$ cat src/rtl/exec_pkg.sv
// Purpose : shared op-class encodings, FSM state enum, latency defaults and helpers.
// Latency : n/a (types and constants only).
// Backpressure: n/a.
package exec_pkg;

    // Circuit-select values that identify the special op classes.
    localparam logic [9:0] SEL_MUL = 10'b00_1000_0000;
    localparam logic [9:0] SEL_DIV = 10'b00_0000_1000;
    localparam logic [9:0] SEL_CMP = 10'b00_0000_0000;

    // Issue-to-GR-write latencies.
    localparam int MUL_LAT_DEF = 4;
    localparam int DIV_LAT_DEF = 34;
    localparam int ALU_LAT_DEF = 2;

    typedef enum logic [1:0] {
        ST_RUN      = 2'd0,
        ST_MUL_WAIT = 2'd1,
        ST_DIV_WAIT = 2'd2
    } state_e;

    typedef enum logic [1:0] {
        OP_ALU = 2'd0,
        OP_MUL = 2'd1,
        OP_DIV = 2'd2,
        OP_CMP = 2'd3
    } op_class_e;

    function automatic op_class_e op_class(input logic [9:0] sel);
        op_class_e cls;
        if (sel == SEL_MUL) begin
            cls = OP_MUL;
        end else if (sel == SEL_DIV) begin
            cls = OP_DIV;
        end else if (sel == SEL_CMP) begin
            cls = OP_CMP;
        end else begin
            cls = OP_ALU;
        end
        return cls;
    endfunction

    // One-hot scoreboard mask for a GR; r0 is hardwired and never tracked.
    function automatic logic [31:0] reg_mask(input logic [4:0] r);
        logic [31:0] m;
        m = '0;
        if (r != 5'd0) begin
            m[r] = 1'b1;
        end
        return m;
    endfunction

endpackage

$ cat src/rtl/exec_wb_pipe.sv
// Purpose : write-back tracking pipe for single-cycle ops; emits the pending-clear for a GR.
// Latency : entry pushed on a transfer edge is presented on clr_* DEPTH cycles later.
// Backpressure: none; one push per cycle accepted unconditionally.
//
// Ports:
//   clk, rst_n        clock, async active-low reset
//   push_i            an ALU op transferred this cycle
//   push_dest_i       its destination GR
//   clr_vld_o         oldest entry leaves the pipe this cycle
//   clr_dest_o        GR whose pending bit is cleared
//
// DEPTH is ALU_LAT-1: the transfer cycle itself is the first stage of the
// ALU latency, so the register stages cover the remainder. DEPTH must be >= 1.
module exec_wb_pipe #(
    parameter int DEPTH = 1
) (
    input  logic       clk,
    input  logic       rst_n,
    input  logic       push_i,
    input  logic [4:0] push_dest_i,
    output logic       clr_vld_o,
    output logic [4:0] clr_dest_o
);

    logic [DEPTH-1:0] vld_q;
    logic [4:0]       dest_q [DEPTH];

    always_ff @(posedge clk or negedge rst_n) begin
        if (!rst_n) begin
            vld_q <= '0;
            for (int i = 0; i < DEPTH; i++) begin
                dest_q[i] <= '0;
            end
        end else begin
            vld_q[0]  <= push_i;
            dest_q[0] <= push_dest_i;
            for (int i = 1; i < DEPTH; i++) begin
                vld_q[i]  <= vld_q[i-1];
                dest_q[i] <= dest_q[i-1];
            end
        end
    end

    assign clr_vld_o  = vld_q[DEPTH-1];
    assign clr_dest_o = dest_q[DEPTH-1];

endmodule

$ cat src/rtl/exec_issue_ctrl.sv
// Purpose : decoder-to-executer issue control with GR scoreboard and MUL/DIV wait FSM.
// Latency : issue outputs registered, valid the cycle after a transfer.
// Backpressure: dec_ready_o low on any GR hazard or while a MUL/DIV is in flight.
//
// Ports:
//   clk, rst_n                         clock, async active-low reset
//   dec_valid_i / dec_ready_o          decoder handshake
//   dec_sel_i, dec_dest_i, dec_dest2_i, dec_src1_i, dec_src2_i, dec_use_i   op fields
//   ex_issue_o, ex_sel_o, ex_dest_o, ex_dest2_o                             executer issue
//   busy_o                             MUL/DIV in flight
//   done_o                             one-cycle pulse when MUL/DIV completes
//   pending_o                          GR write-outstanding scoreboard
module exec_issue_ctrl
    import exec_pkg::*;
#(
    parameter int MUL_LAT = MUL_LAT_DEF,
    parameter int DIV_LAT = DIV_LAT_DEF,
    parameter int ALU_LAT = ALU_LAT_DEF
) (
    input  logic        clk,
    input  logic        rst_n,
    input  logic        dec_valid_i,
    output logic        dec_ready_o,
    input  logic [9:0]  dec_sel_i,
    input  logic [4:0]  dec_dest_i,
    input  logic [4:0]  dec_dest2_i,
    input  logic [4:0]  dec_src1_i,
    input  logic [4:0]  dec_src2_i,
    input  logic [1:0]  dec_use_i,
    output logic        ex_issue_o,
    output logic [9:0]  ex_sel_o,
    output logic [4:0]  ex_dest_o,
    output logic [4:0]  ex_dest2_o,
    output logic        busy_o,
    output logic        done_o,
    output logic [31:0] pending_o
);

    op_class_e   cls;
    logic        is_md;
    logic        hazard;
    logic        xfer;

    state_e      state_q, state_d;
    logic [5:0]  cnt_q, cnt_d;
    logic        wait_done;

    logic [31:0] pend_q, pend_d;
    logic [31:0] set_mask, clr_mask;
    logic [4:0]  wdest_q, wdest2_q;

    logic        ex_issue_q;
    logic [9:0]  ex_sel_q;
    logic [4:0]  ex_dest_q, ex_dest2_q;

    logic        pipe_clr_vld;
    logic [4:0]  pipe_clr_dest;

    // ------------------------------------------------------------------
    // Decode and hazard check
    // ------------------------------------------------------------------
    assign cls   = op_class(dec_sel_i);
    assign is_md = (cls == OP_MUL) || (cls == OP_DIV);

    // RAW on sources, WAW on destinations; dest2 only matters for MUL/DIV.
    assign hazard = (dec_use_i[0] & pend_q[dec_src1_i])
                  | (dec_use_i[1] & pend_q[dec_src2_i])
                  | pend_q[dec_dest_i]
                  | (is_md & pend_q[dec_dest2_i]);

    assign dec_ready_o = (state_q == ST_RUN) && !hazard;
    assign xfer        = dec_valid_i && dec_ready_o;

    // ------------------------------------------------------------------
    // MUL/DIV wait FSM
    // ------------------------------------------------------------------
    always_comb begin
        state_d   = state_q;
        cnt_d     = cnt_q;
        wait_done = 1'b0;
        case (state_q)
            ST_RUN: begin
                if (xfer && (cls == OP_MUL)) begin
                    state_d = ST_MUL_WAIT;
                    cnt_d   = 6'(MUL_LAT - 1);
                end else if (xfer && (cls == OP_DIV)) begin
                    state_d = ST_DIV_WAIT;
                    cnt_d   = 6'(DIV_LAT - 1);
                end
            end
            ST_MUL_WAIT, ST_DIV_WAIT: begin
                if (cnt_q == 6'd0) begin
                    state_d   = ST_RUN;
                    wait_done = 1'b1;
                end else begin
                    cnt_d = cnt_q - 6'd1;
                end
            end
            default: begin
                state_d = ST_RUN;
                cnt_d   = '0;
            end
        endcase
    end

    always_ff @(posedge clk or negedge rst_n) begin
        if (!rst_n) begin
            state_q  <= ST_RUN;
            cnt_q    <= '0;
            wdest_q  <= '0;
            wdest2_q <= '0;
        end else begin
            state_q <= state_d;
            cnt_q   <= cnt_d;
            // Remember which GRs the in-flight MUL/DIV will release.
            if (xfer && is_md) begin
                wdest_q  <= dec_dest_i;
                wdest2_q <= dec_dest2_i;
            end
        end
    end

    // ------------------------------------------------------------------
    // Single-cycle op write-back tracking
    // ------------------------------------------------------------------
    exec_wb_pipe #(
        .DEPTH (ALU_LAT - 1)
    ) u_wb_pipe (
        .clk         (clk),
        .rst_n       (rst_n),
        .push_i      (xfer && (cls == OP_ALU)),
        .push_dest_i (dec_dest_i),
        .clr_vld_o   (pipe_clr_vld),
        .clr_dest_o  (pipe_clr_dest)
    );

    // ------------------------------------------------------------------
    // Scoreboard: set on transfer, clear on write-back; a set beats a
    // coincident clear of the same bit. reg_mask never selects r0.
    // ------------------------------------------------------------------
    always_comb begin
        set_mask = '0;
        if (xfer) begin
            case (cls)
                OP_ALU:         set_mask = reg_mask(dec_dest_i);
                OP_MUL, OP_DIV: set_mask = reg_mask(dec_dest_i) | reg_mask(dec_dest2_i);
                default:        set_mask = '0;
            endcase
        end

        clr_mask = '0;
        if (pipe_clr_vld) begin
            clr_mask = clr_mask | reg_mask(pipe_clr_dest);
        end
        if (wait_done) begin
            clr_mask = clr_mask | reg_mask(wdest_q) | reg_mask(wdest2_q);
        end

        pend_d = (pend_q & ~clr_mask) | set_mask;
    end

    always_ff @(posedge clk or negedge rst_n) begin
        if (!rst_n) begin
            pend_q <= '0;
        end else begin
            pend_q <= pend_d;
        end
    end

    // ------------------------------------------------------------------
    // Registered issue to the executer
    // ------------------------------------------------------------------
    always_ff @(posedge clk or negedge rst_n) begin
        if (!rst_n) begin
            ex_issue_q <= 1'b0;
            ex_sel_q   <= '0;
            ex_dest_q  <= '0;
            ex_dest2_q <= '0;
        end else begin
            ex_issue_q <= xfer;
            ex_sel_q   <= xfer ? dec_sel_i   : 10'd0;
            ex_dest_q  <= xfer ? dec_dest_i  : 5'd0;
            ex_dest2_q <= xfer ? dec_dest2_i : 5'd0;
        end
    end

    assign ex_issue_o = ex_issue_q;
    assign ex_sel_o   = ex_sel_q;
    assign ex_dest_o  = ex_dest_q;
    assign ex_dest2_o = ex_dest2_q;
    assign busy_o     = (state_q != ST_RUN);
    assign done_o     = wait_done;
    assign pending_o  = pend_q;

endmodule

$ cat config.mk
export PLATFORM = sky130hd
export DESIGN_NAME = exec_issue_ctrl
export DESIGN_NICKNAME = d
export VERILOG_FILES = /design/src/rtl/exec_pkg.sv /design/src/rtl/exec_wb_pipe.sv /design/src/rtl/exec_issue_ctrl.sv
export SDC_FILE = /design/constraint.sdc
export NUM_CORES = 1
export LEC_CHECK = 0
export CORE_MARGIN = 2
export CORE_UTILIZATION = 50
export CTS_CLUSTER_SIZE = 14
export DETAILED_ROUTE_END_ITERATION = 16
export PLACE_DENSITY = 0.76
export SYNTH_ARGS = -nofsm -noshare
export SYNTH_HDL_FRONTEND = slang
export SYNTH_SLANG_ARGS = --single-unit
$ cat constraint.sdc
create_clock -name clk -period 4 [get_ports clk]
set_input_delay 0.8 -clock clk [delete_from_list [all_inputs] [get_ports clk]]
set_output_delay 0.8 -clock clk [all_outputs]
set_load 0.02 [all_outputs]
# --- After elaboration in Yosys (flattened, before gate mapping) ---
# Cells that the tools add are included.
word_totals:
  ram_bits: 0
  latchBits: 0
  word_cells: 121
  memories: 0
  reg_bits: 77
  mem_bits_ro: 0
classes:
  n_bitwise: 12
  shift: 0
  order_cmp: 12
  mul: 0
  n_div: 0
  n_reduce_logical: 27
  addsub: 1
  eq_ne: 9
  n_mux: 49
ops:
  columns: ["cell", "n"]
  rows:
  - ["32-bit 2-to-1 mux", 14]
  - ["32-bit OR", 4]
  - ["32-bit case mux with 2 select lines", 1]
  - ["5-bit by 6-bit less-than comparator with 1-bit output, second input constant", 7]
  - ["32-bit AND", 1]
  - ["32-bit inverter", 1]
  - ["1-bit demux with 5-bit select", 5]
  - ["5-bit by 1-bit greater-or-equal comparator with 1-bit output, second input constant", 5]
  - ["5-bit nonzero test", 5]
  - ["1-bit binary-select mux with 5-bit select", 4]
  - ["6-bit 2-to-1 mux", 3]
  - ["2-bit 2-to-1 mux", 6]
  - ["6-bit case mux with 2 select lines", 1]
  - ["1-bit logical AND", 11]
  - ["1-bit 2-to-1 mux", 11]
  - ["10-bit by 4-bit == test with 1-bit output, second input constant", 1]
  - ["10-bit by 8-bit == test with 1-bit output, second input constant", 1]
  - ["10-bit logical NOT", 1]
  - ["10-bit 2-to-1 mux", 1]
  - ["5-bit 2-to-1 mux", 2]
  - ["6-bit logical NOT", 1]
  - ["6-bit by 1-bit subtractor with 6-bit output, second input constant", 1]
  - ["2-bit by 1-bit == test with 1-bit output, second input constant", 2]
  - ["2-bit == test, second input constant", 2]
  - ["11 further kinds", 19]

# --- Depth between registers and ports, before layout ---
depth:
  depth_word: 16
  depth_mapped: 13

# --- Cells and area by module ---
# From an unflattened synthesis, not the netlist that was laid out.
hier_totals:
  cells_unflattened: 545
  area_unflattened_um2: 5318.9
modules_own_cells:
  columns: ["mod", "area_per_inst_um2", "cells_per_inst", "instances"]
  rows:
  - ["exec_issue_ctrl", 5168.7, 539, 1]
  - ["exec_wb_pipe", 150.1, 6, 1]

# --- Worst setup path before layout ---
# Ideal clock, no wire load.
synth_timing:
  path_kind: "input port to output port"
  from: "input dec_dest_i[0]"
  to: "output dec_ready_o"
  t_arrival_ps: 2891
  stages: 6
  slack_ps: 309
  required_time_ps: 3200
  path_cell_list: "clkbuf_1 > mux4_2 > a22o_1 > a311oi_1 > nand4_1 > nor3b_1"
synth_between:
  elab_chain_cells: 6
synth_lines:
  columns: ["item", "line", "source"]
  rows:
  - ["start, declared", "exec_issue_ctrl.sv:25", "input logic [4:0] dec_dest_i,"]
  - ["1-bit binary-select mux with 5-bit select", "exec_issue_ctrl.sv:68", "| pend_q[dec_dest_i]"]
  - ["1-bit 2-to-1 mux (not written as such)", "exec_issue_ctrl.sv:68", null]
  - ["1-bit OR", "exec_issue_ctrl.sv:68", null]
  - ["1-bit OR", "exec_issue_ctrl.sv:69", "| (is_md & pend_q[dec_dest2_i]);"]
  - ["1-bit logical NOT", "exec_issue_ctrl.sv:71", "assign dec_ready_o = (state_q == ST_RUN) && !hazard;"]
  - ["1-bit logical AND", "exec_issue_ctrl.sv:71", null]
  - ["end, declared", "exec_issue_ctrl.sv:23", "output logic dec_ready_o,"]
# No other way between the ends. The select of a mux whose other input is x is not followed.

# --- Final worst setup path ---
layout_timing:
  from: "input dec_sel_i[4]"
  to: "output dec_ready_o"
layout_between:
  elab_chain_cells: 10
  word_cells_on_any_way: 13
  classes_between: "eq/ne (4); mux (3); bitwise (2); reduce/logical (4)"
layout_lines:
  columns: ["item", "line", "source"]
  rows:
  - ["start, declared", "exec_issue_ctrl.sv:24", "input logic [9:0] dec_sel_i,"]
  - ["10-bit logical NOT", "exec_pkg.sv:35", "end else if (sel == SEL_CMP) begin"]
  - ["2-bit 2-to-1 mux", "exec_pkg.sv:35", null]
  - ["2-bit 2-to-1 mux", "exec_pkg.sv:33", "end else if (sel == SEL_DIV) begin"]
  - ["2-bit 2-to-1 mux *", "exec_pkg.sv:31", "if (sel == SEL_MUL) begin"]
  - ["2-bit by 1-bit == test with 1-bit output or 2-bit == test (tied branches)", "exec_issue_ctrl.sv:63", "assign is_md = (cls == OP_MUL) || (cls == OP_DIV);"]
  - ["1-bit logical OR *", "exec_issue_ctrl.sv:63", null]
  - ["1-bit AND *", "exec_issue_ctrl.sv:69", null]
  - ["1-bit OR *", "exec_issue_ctrl.sv:69", null]
  - ["1-bit logical NOT *", "exec_issue_ctrl.sv:71", null]
  - ["1-bit logical AND *", "exec_issue_ctrl.sv:71", null]
# Every way passes the cells marked *; elsewhere a longest branch is shown, timed or not.

==> impl_metrics.env <==
export IMPL_grt_pass1_wl_um=29300
export IMPL_grt_setup_unrepaired="false"
export IMPL_yosysTopAreaCellShare_pct=36.0
export IMPL_cts_sinks=77
export IMPL_syn_inst=565
export IMPL_row_count=37
export IMPL_met3_length_um=2100
export IMPL_dp_hpwl_um=14200
export IMPL_die_h_um=107
export IMPL_antenna_found_initial=0
export IMPL_syn2layout_area_growth_pct=29.6
export IMPL_clkTransAtPathRegs_ns=0.09
export IMPL_wl_per_cell_um=23.0
export IMPL_fin_skew_ns=0.0165
export IMPL_cts_max_path_buffers=2
export IMPL_first_pass_iters=6
export IMPL_clock_latency_ns=0.38
export IMPL_p_leak_nw=2.86
export IMPL_final_nets=714
export IMPL_route_met2_wl_um=8480
export IMPL_status="finished clean"
export IMPL_pre_cts_ws_ns=-0.367
export IMPL_worstPathRequired_ns=3.20
export IMPL_tritoncts="built"
export IMPL_power_density_nw_per_um2=400
export IMPL_slew_headroom_pct=32.2
export IMPL_first_iter_violations=557
export IMPL_finalCritPeriodShare_pct=96.0
export IMPL_start_util_pct=51.6
export IMPL_grt_ovfl_total=0
export IMPL_hold_viol_final=0
export IMPL_synth_seq_area_share_pct=36.0
export IMPL_synthArstFlopShare_pct=100
export IMPL_maxCapViolations=0
export IMPL_wirelength_um=18700
export IMPL_hold_class="reg -> reg"
export IMPL_fin_ws_ns=0.160
export IMPL_synth_area_leaders="dfrtp_1, mux4_2, o22ai_1"
export IMPL_post_cts_resize_count=5
export IMPL_die_w_um=107
export IMPL_die_area_um2=11500
export IMPL_drv_slew=0
export IMPL_cts_root_buf="clkbuf_8"
export IMPL_drive_gt1_share_pct=21.1
export IMPL_cts_made_buffers=9
export IMPL_wl_met1_um=7640
export IMPL_hold_buffers=0
export IMPL_core_um2=10400
export IMPL_end_kind="output port"
export IMPL_max_clock_freq_mhz=260
export IMPL_num_vias=5289
export IMPL_yosysUniqueCellTypes=51
export IMPL_synth_top_cell_by_area="dfrtp_1"
export IMPL_top_layer_used="met4"
export IMPL_vias_per_cell=6.50
export IMPL_start_kind="input port"
export IMPL_critical_path_class="in -> out"
export IMPL_synth_edf_count=0
export IMPL_syn_area_um2=5350
export IMPL_place_gp_congestion=0.925
export IMPL_drtAntennaViolNets=0
export IMPL_setup_viol=0
export IMPL_crit_fanout=2
export IMPL_grt_max_degree=78
export IMPL_synth_main_ff_cell="dfrtp_1"
export IMPL_htree_levels=3
export IMPL_p_total_mw=2.77
export IMPL_num_io_pins=91
export IMPL_yosys_register_bits=77
export IMPL_avgSynthCellArea_um2=9.47
export IMPL_min_period_ns=3.84
export IMPL_portBuffers=90
export IMPL_drc=0
export IMPL_antenna_diode_count=0
export IMPL_postCtsSetupRepairBufs=0
export IMPL_grt_pass1_vias=5251
export IMPL_arrival_ns=3.04
export IMPL_tightest_slew_ns=1.01
export IMPL_track_usage_pct=33.8
export IMPL_syn_num_nets=606
export IMPL_yosys_warnings=0
export IMPL_peakVddDrop_uv=431
==> power by group <==
group          total [mW]  leakage (nW)  switching (mW)  internal (mW)
logic                1.01          1.74           0.473          0.538
clock network       0.647         0.106           0.331          0.316
registers            1.12          1.02           0.224          0.893
==> stage by stage <==
| step | hold WS (ns) | util [%] | instances | TNS (ns) | instance area [um^2] |
|---|---|---|---|---|---|
| floorplan | 0.483 | - | 565 | 0 | 5350 |
| global placement | 0.492 | 64.7 | 798 | -0.336 | 6710 |
| detailed placement | 0.498 | 64.7 | 798 | -0.367 | 6710 |
| CTS | 0.521 | 66.8 | 814 | 0 | 6920 |
| global route | 0.536 | 66.9 | 814 | 0 | 6930 |
| finish | 0.523 | 66.9 | 814 | 0 | 6930 |
==> state kept, by name (all words and copies together), names as in the netlist <==
name,cells
state_q,2
u_wb_pipe.clr_dest_o,5
wdest_q,5
wdest2_q,5
ex_dest_o,5
ex_sel_o,10
u_wb_pipe.clr_vld_o,1
pending_o,32
ex_issue_o,1
ex_dest2_o,5
cnt_q,6
==> cell usage in the layout (no fill, tap or decap), drive strengths merged, types with 6 or more instances in the layout <==
cell / count
a21o: 15
inv: 18
o21ai: 17
or3: 8
clkbuf: 10
nor3: 8
mux2i: 13
nor2b: 11
a32o: 19
nor2: 22
o22ai: 68
mux4: 20
ha: 6
nand3b: 17
nand3: 12
nand2: 49
buf: 60
nand2b: 10
clkdlybuf4s50: 87
or3b: 11
dfrtp: 77
a21oi: 19
mux2: 25
and2: 23
==> path summary, 6_finish.rpt <==
| path | startpoint | endpoint | slack [ns] | cells past startpoint |
|---|---|---|---|---|
| max | dec_sel_i[4] | dec_ready_o | 0.16 | 12 |
| max in group asynchronous | rst_n | ex_sel_o[7] | 2.79 | 1 |
| min reg2reg | pending_o[0] | pending_o[0] | 0.52 | 0 |
| max reg2reg | state_q[0] | cnt_q[4] | 0.83 | 12 |
| min in group asynchronous | rst_n | pending_o[30] | 0.58 | 1 |
| min | pending_o[0] | pending_o[0] | 0.52 | 0 |
==> per-layer routing <==
| layer | vias up | GRT usage [%] |
|---|---|---|
| li1 | 2371 | - |
| met1 | 2544 | 46.7 |
| met2 | 337 | 50.0 |
| met3 | 37 | 10.7 |
| met4 | 0 | 12.7 |
| met5 | - | 0 |
==> cell type report <==
class                           instances  area, um^2
Fill cell                             863        3440
Multi-Input combinational cell        423        3190
Sequential cell                        77        1930
Timing Repair Buffer                  148        1380
Tap cell                              136         170
Clock buffer                           10         138
Clock inverter                          6        75.1
Inverter                               14        52.6
==> cells in the mapped netlist (all sizes together), types with 2 or more instances <==
| cell | instances |
|---|---|
| o221ai | 3 |
| buf | 13 |
| nand4 | 4 |
| o211ai | 2 |
| a32o | 19 |
| a2111oi | 5 |
| nand3 | 12 |
| nor3b | 5 |
| a211o | 2 |
| or3 | 8 |
| nor2 | 22 |
| mux2i | 13 |
| nand2b | 10 |
| inv | 14 |
| a211oi | 2 |
| nor4 | 2 |
| mux2 | 25 |
| o41ai | 2 |
| a21oi | 19 |
| or2 | 4 |
| nor2b | 11 |
| and2 | 23 |
| nand3b | 17 |
| dfrtp | 77 |
| o21bai | 2 |
| a21o | 15 |
| clkbuf | 38 |
| nor3 | 8 |
| o31ai | 5 |
| ha | 6 |
| o21ai | 17 |
| o22ai | 68 |
| mux4 | 20 |
| nand2 | 49 |
| or3b | 11 |
==> critical path: stages <==
cell and delay (ns):
clkdlybuf4s50_1 0.44, nor4_2 0.26, buf_4 0.15, nand2_1 0.05, or2_2 0.29, inv_1 0.08, ha_1 0.25, o31ai_1 0.10
nor3_1 0.08, nand4_1 0.16, nor3b_2 0.20, buf_2 0.19
==> cells by family after synthesis <==
group | Yosys count | synth area share [%]
AND/OR/NAND/NOR | 191 | 20.1
flip-flops | 77 | 36.0
buffers and inverters | 65 | 4.68
adder cells (fa/ha/maj) | 6 | 1.40
AO/OA/AOI/OAI | 167 | 21.5
XOR/XNOR | 1 | 0.164
multiplexers | 58 | 16.1
Power figures use the tool's default switching activity.
